--- config.mk ---
export PLATFORM = sky130hd
export DESIGN_NAME = zx_memory_mapper
export DESIGN_NICKNAME = d
export VERILOG_FILES = /design/src/rtl/zx_pkg.sv /design/src/rtl/zx_strobe_edge.sv /design/src/rtl/zx_memory_mapper.sv
export SDC_FILE = /design/constraint.sdc
export NUM_CORES = 1
export LEC_CHECK = 0
export ABC_AREA = 0
export ABC_CLOCK_PERIOD_IN_PS = 1120
export BUFFER_PORTS_ARGS = -buffer_cell sky130_fd_sc_hd__buf_2
export CELL_PAD_IN_SITES_DETAIL_PLACEMENT = 1
export CELL_PAD_IN_SITES_GLOBAL_PLACEMENT = 2
export CORE_MARGIN = 3
export CORE_UTILIZATION = 22
export CTS_BUF_LIST = sky130_fd_sc_hd__clkbuf_16
export CTS_CLUSTER_DIAMETER = 120
export DETAILED_ROUTE_END_ITERATION = 8
export GPL_TIMING_DRIVEN = 0
export PLACE_DENSITY = 0.73
export SLEW_MARGIN = 20
export SYNTH_ARGS = -nofsm -noshare
export SYNTH_HDL_FRONTEND = slang
export SYNTH_SLANG_ARGS = --single-unit
--- constraint.sdc ---
create_clock -name clock -period 1.12 [get_ports clock]
set_input_delay 0.112 -clock clock [delete_from_list [all_inputs] [get_ports clock]]
set_output_delay 0.112 -clock clock [all_outputs]
set_load 0.005 [all_outputs]
--- src/rtl/zx_pkg.sv ---
// zx_pkg: constants shared by the ZX Spectrum memory mapper.
//   - I/O port addresses for the 128K paging port (7FFD) and the +3 port (1FFD)
//   - fixed bank numbers mapped at 4000 and 8000
//   - paging scheme encodings used by the MODE parameter
//   - the +3 all-RAM bank table, exposed as a lookup function
package zx_pkg;

  localparam logic [15:0] PORT_7FFD = 16'h7FFD;
  localparam logic [15:0] PORT_1FFD = 16'h1FFD;

  // Banks permanently mapped at 4000-7FFF and 8000-BFFF in the normal map.
  localparam logic [5:0] BANK_4000 = 6'd5;
  localparam logic [5:0] BANK_8000 = 6'd2;

  localparam int MODE_128K     = 0;
  localparam int MODE_PENTAGON = 1;
  localparam int MODE_PLUS3    = 2;

  // +3 all-RAM configurations: sel = 1FFD[2:1], slot = A[15:14].
  function automatic logic [2:0] plus3_bank(input logic [1:0] sel, input logic [1:0] slot);
    logic [2:0] bank;
    case ({sel, slot})
      4'b00_00: bank = 3'd0;
      4'b00_01: bank = 3'd1;
      4'b00_10: bank = 3'd2;
      4'b00_11: bank = 3'd3;
      4'b01_00: bank = 3'd4;
      4'b01_01: bank = 3'd5;
      4'b01_10: bank = 3'd6;
      4'b01_11: bank = 3'd7;
      4'b10_00: bank = 3'd4;
      4'b10_01: bank = 3'd5;
      4'b10_10: bank = 3'd6;
      4'b10_11: bank = 3'd3;
      4'b11_00: bank = 3'd4;
      4'b11_01: bank = 3'd7;
      4'b11_10: bank = 3'd6;
      default:  bank = 3'd3;
    endcase
    return bank;
  endfunction

endpackage

--- src/rtl/zx_strobe_edge.sv ---
// zx_strobe_edge: registers a (decoded, active-high) Z80 strobe once and
// emits a one-clock pulse on its rising edge, so a bus cycle of any length
// produces a single action.
// Ports:
//   clock    block clock
//   reset_n  synchronous active-low reset
//   strobe   decoded strobe level (1 = bus cycle active)
//   pulse    high for the one clock after the first sampled assertion
module zx_strobe_edge (
  input  logic clock,
  input  logic reset_n,
  input  logic strobe,
  output logic pulse
);

  logic level_q;
  logic prev_q;

  // History is reset to "asserted": a strobe still held across reset
  // release looks like a continuing cycle, not a new one.
  always_ff @(posedge clock) begin
    if (!reset_n) begin
      level_q <= 1'b1;
      prev_q  <= 1'b1;
    end else begin
      level_q <= strobe;
      prev_q  <= level_q;
    end
  end

  assign pulse = level_q & ~prev_q;

endmodule

--- src/rtl/zx_memory_mapper.sv ---
// zx_memory_mapper: ZX Spectrum 128K / Pentagon / +3 memory paging.
// Decodes writes to ports 7FFD and 1FFD, holds the paging registers and
// translates the Z80 address into a physical RAM or ROM address.
// Ports:
//   clock, reset_n          block clock, synchronous active-low reset
//   A, D                    Z80 address bus and write data
//   nMREQ, nIORQ, nRD, nWR  Z80 strobes (active low)
//   mem_addr, rom_addr      physical RAM / ROM address (combinational from A)
//   rom_sel                 current address targets ROM (combinational)
//   mem_we                  one-clock RAM write pulse per Z80 memory write
//   screen_bank             0 = bank 5, 1 = bank 7
//   paging_locked           7FFD lock bit (always 0 with 64 banks)
//   port_7ffd, port_1ffd    paging register mirrors
module zx_memory_mapper
  import zx_pkg::*;
#(
  parameter int RAM_BANKS   = 8,
  parameter int ROM_PAGES   = 2,
  parameter int MODE        = 0,
  parameter int FULL_DECODE = 1
) (
  input  logic                           clock,
  input  logic                           reset_n,
  input  logic [15:0]                    A,
  input  logic [7:0]                     D,
  input  logic                           nMREQ,
  input  logic                           nIORQ,
  input  logic                           nRD,
  input  logic                           nWR,
  output logic [$clog2(RAM_BANKS)+13:0]  mem_addr,
  output logic [$clog2(ROM_PAGES)+13:0]  rom_addr,
  output logic                           rom_sel,
  output logic                           mem_we,
  output logic                           screen_bank,
  output logic                           paging_locked,
  output logic [7:0]                     port_7ffd,
  output logic [7:0]                     port_1ffd
);

  localparam int BANK_W = $clog2(RAM_BANKS);
  localparam int ROM_W  = $clog2(ROM_PAGES);

  logic        io_wr;
  logic        mem_wr;
  logic        io_pulse;
  logic        mem_pulse;
  logic [15:0] a_q;
  logic [7:0]  d_q;

  assign io_wr  = ~nIORQ & ~nWR & nRD;
  assign mem_wr = ~nMREQ & ~nWR;

  zx_strobe_edge u_io_edge (
    .clock   (clock),
    .reset_n (reset_n),
    .strobe  (io_wr),
    .pulse   (io_pulse)
  );

  zx_strobe_edge u_mem_edge (
    .clock   (clock),
    .reset_n (reset_n),
    .strobe  (mem_wr),
    .pulse   (mem_pulse)
  );

  // Address and data are captured alongside the strobes, so the action
  // taken on the pulse uses the bus values from the sampling edge.
  always_ff @(posedge clock) begin
    if (!reset_n) begin
      a_q <= 16'h0000;
      d_q <= 8'h00;
    end else begin
      a_q <= A;
      d_q <= D;
    end
  end

  logic all_ram;
  logic hit_7ffd;
  logic hit_1ffd;
  logic rom_sel_q;

  assign all_ram = (MODE == MODE_PLUS3) && port_1ffd[0];

  always_comb begin
    hit_7ffd = 1'b0;
    hit_1ffd = 1'b0;
    if (FULL_DECODE != 0) begin
      hit_7ffd = (a_q == PORT_7FFD);
      hit_1ffd = (MODE == MODE_PLUS3) && (a_q == PORT_1FFD);
    end else begin
      if (MODE == MODE_PLUS3) begin
        hit_7ffd = (a_q[15:14] == 2'b01) && !a_q[1];
        hit_1ffd = (a_q[15:12] == 4'b0001) && !a_q[1];
      end else begin
        hit_7ffd = !a_q[15] && !a_q[1];
      end
    end
  end

  // ROM/RAM decision for the address that the pending memory write used.
  assign rom_sel_q = (a_q[15:14] == 2'b00) && !all_ram;

  assign paging_locked = (RAM_BANKS != 64) ? port_7ffd[5] : 1'b0;
  assign screen_bank   = port_7ffd[3];

  // A port write and a memory write cannot coincide on a real Z80; if they
  // ever do, the port write is taken and the RAM write is dropped.
  always_ff @(posedge clock) begin
    if (!reset_n) begin
      port_7ffd <= 8'h00;
      port_1ffd <= 8'h00;
      mem_we    <= 1'b0;
    end else begin
      mem_we <= 1'b0;
      if (io_pulse) begin
        if (!paging_locked) begin
          if (hit_7ffd) port_7ffd <= d_q;
          if (hit_1ffd) port_1ffd <= d_q;
        end
      end else if (mem_pulse && !rom_sel_q) begin
        mem_we <= 1'b1;
      end
    end
  end

  logic [5:0] sel_bank;
  logic [5:0] slot_bank;
  logic [1:0] rom_page;

  always_comb begin
    sel_bank = {3'b000, port_7ffd[2:0]};
    if (MODE != MODE_128K && RAM_BANKS >= 32) sel_bank[4:3] = port_7ffd[7:6];
    if (RAM_BANKS == 64)                      sel_bank[5]   = port_7ffd[5];

    slot_bank = 6'd0;
    if (all_ram) begin
      slot_bank = {3'b000, plus3_bank(port_1ffd[2:1], A[15:14])};
    end else begin
      case (A[15:14])
        2'b01:   slot_bank = BANK_4000;
        2'b10:   slot_bank = BANK_8000;
        2'b11:   slot_bank = sel_bank;
        default: slot_bank = 6'd0;
      endcase
    end

    rom_page    = {1'b0, port_7ffd[4]};
    if (MODE == MODE_PLUS3 && ROM_PAGES == 4) rom_page[1] = port_1ffd[2];
  end

  assign rom_sel  = (A[15:14] == 2'b00) && !all_ram;
  assign mem_addr = {slot_bank[BANK_W-1:0], A[13:0]};
  assign rom_addr = {rom_page[ROM_W-1:0], A[13:0]};

endmodule

==> flow_summary.yaml <==
status:
  status: "complete, but fails checks"
  failed_checks: "setup timing"
global_route:
  track_usage: 0.0838
  grtUsageMet1: 0.0975
  use_met3: 0.0345
  antenna_found_initial: 0
  grtUsageMet2: 0.137
  grt.overflow.total: 0
  grt_pass1_wl_um: 5000
  grt.busiest_layer: "met2"
  grt_max_degree: 14
  grt_pass1_vias: 1111
job:
  maxCapViolCount: 0
setup_path:
  worst-setup-path-type: "reg2reg"
  cp-start-kind: "flip-flop"
  cp.arrival_ps: 1500
  crit_fanout: 7
  endpoint_kind: "flip-flop"
  ff2ff_path_depth: 5
  worst_ep_required_time_ps: 1320
yosys:
  yosys_most_used_dff: "dfxtp_1"
  synth_top_area_cell: "dfxtp_1"
  synth_seq_cells: 37
  synth_area_mm2: 0.00151
  ys_seq_area_frac: 0.490
  synthArstFlopShare: 0
  yosysWarnings: 0
  syn_inst: 154
  synth_area_leaders: "dfxtp_1 49%, buf_4 19%, and2_1 9.9%"
  syn_avg_cell_area_um2: 9.81
  synth.top_cell.area_share: 0.490
  synth_edf_count: 0
  ys_types: 22
routing:
  num_vias: 1175
  firstDrtPassIters: 3
  routedWlPerCell_um: 10.2
  wl_um: 3250
  viasPerCell: 3.69
  drc: 0
  postRouteAntennaNets: 0
  drtIter0Drc: 15
worst_hold_path:
  hold_path_depth: 2
  holdCritPathClass: "in2reg"
clocking:
  cts_max_path_buffers: 2
  cts_tree: "built"
  h-tree-depth: 2
  clk_pin_slew_ps: 60
  cts_root_buf: "clkbuf_16"
  cts_hold_buf: 0
  clock_sinks: 37
  postCtsSetupRepairBufs: 0
  clock_latency_ps: 270
  cts_buffers: 5
sta:
  hold_viol_final: 0
  grt_setup_unrepaired: "yes"
  fin_ws_ps: -184
  drv_slew: 0
  max_freq_mhz: 767
  skew_ps: 4.18
  hold-worst-slack_ps: 23.1
  final-setup-viol-count: 7
  final.period_utilization: 1.16
  period_minus_slack_ps: 1300
floorplan:
  initial_core_util: 0.233
  dieArea_mm2: 0.00789
  io_pins: 82
  core_area_mm2: 0.00649
  die_x_um: 88.9
  die_y_um: 88.9
  num_rows: 29
power:
  irDropWorstVdd_mv: 0.611
  p_leak_uw: 0.00110
  power_density_mw_per_mm2: 1510
finish:
  layout_commonest_cell: "buf_2"
  utilization: 0.336
  drive_gt1_frac: 0.523
  layout_common_cells: "73 x buf_2, 39 x buf_4, 35 x dfxtp_1"
  antennaDiodeCount: 0
  design_area_mm2: 0.00218
  fin_nets: 270
  area_growth_pct: 44.4
placement:
  port_buffers: 72
  gp_congestion: 0.681
  dpl.hpwl_um: 2640
  placedInstanceArea_mm2: 0.00200
[flip-flops by register name, indices dropped and copies added (netlist names)]
name	count
a_q	16
d_q	8
port_7ffd	8
mem_we	1
u_io_edge.level_q	1
u_io_edge.prev_q	1
u_mem_edge.level_q	1
u_mem_edge.prev_q	1
[through the flow]
stage	total power, µW	setup TNS [ps]	setup WS, ps	std cells
after global placement	1730	-1320	-192	310
after detailed placement	1730	-1350	-213	310
after global routing	3430	-1880	-291	318
final	3290	-1130	-184	318
after floorplan	1590	-151	-21.6	161
after CTS	3340	-1370	-214	318
[cells by family (layout without fill, tap and decap cells)]
logic type             Yosys count  after routing  share of synthesized area
AND/OR/NAND/NOR                 55             55                      0.213
buffers and inverters           48            128                      0.222
flip-flops                      37             37                      0.490
multiplexers                     7              7                     0.0464
AO/OA/AOI/OAI                    6              6                     0.0257
other                            1              8                    0.00248
[where the power goes]
part	internal [µW]	switching [µW]	total, µW
Sequential	1370	20.5	1390
Clock	1050	533	1590
Combinational	191	115	307
Total	2620	669	3290
[final cells by class]
class,instances,area (µm²)
Buffer,45,324
Clock buffer,5,125
Clock inverter,3,46.3
Fill cell,785,4310
Inverter,3,11.3
Multi-Input combinational cell,76,474
Sequential cell,37,743
Tap cell,77,96.3
Timing Repair Buffer,72,360
[worst max-delay path: stages, from the launching register on]
cell      delay (ps)
dfxtp_2          320
nand4b_4         170
nor3_4           180
and3b_1          190
buf_6            150
mux2i_1          200
[cell usage after synthesis (all sizes together), types with 2 or more instances]
cell type,count
and2,24
o21ai,2
nand4b,2
dfxtp,37
nand4,2
nand2b,3
a21boi,3
nor2,4
mux2i,7
clkbuf,4
inv,3
buf,41
nand2,16
[path summary, 6_finish.rpt]
path                            from                 end  slack, ps
setup reg to reg             a_q[15]        port_7ffd[0]       -180
hold reg to reg   u_mem_edge.level_q   u_mem_edge.prev_q        440
setup / recovery             a_q[15]        port_7ffd[0]       -180
hold / removal                 nMREQ  u_mem_edge.level_q         20
[metal layers]
layer | share of wire | wire length (µm)
met4 | 0.010 | 34
met3 | 0.093 | 302
met1 | 0.42 | 1370
met5 | 0 | 0
met2 | 0.48 | 1550
[repair_timing]
| item | in CTS | in global routing |
|---|---|---|
| setup endpoints to repair | 7 | 9 |
| pin swaps | 1 | 0 |
| resized for setup | 2 | 2 |
Note: power is estimated with default switching activity, not from simulation.
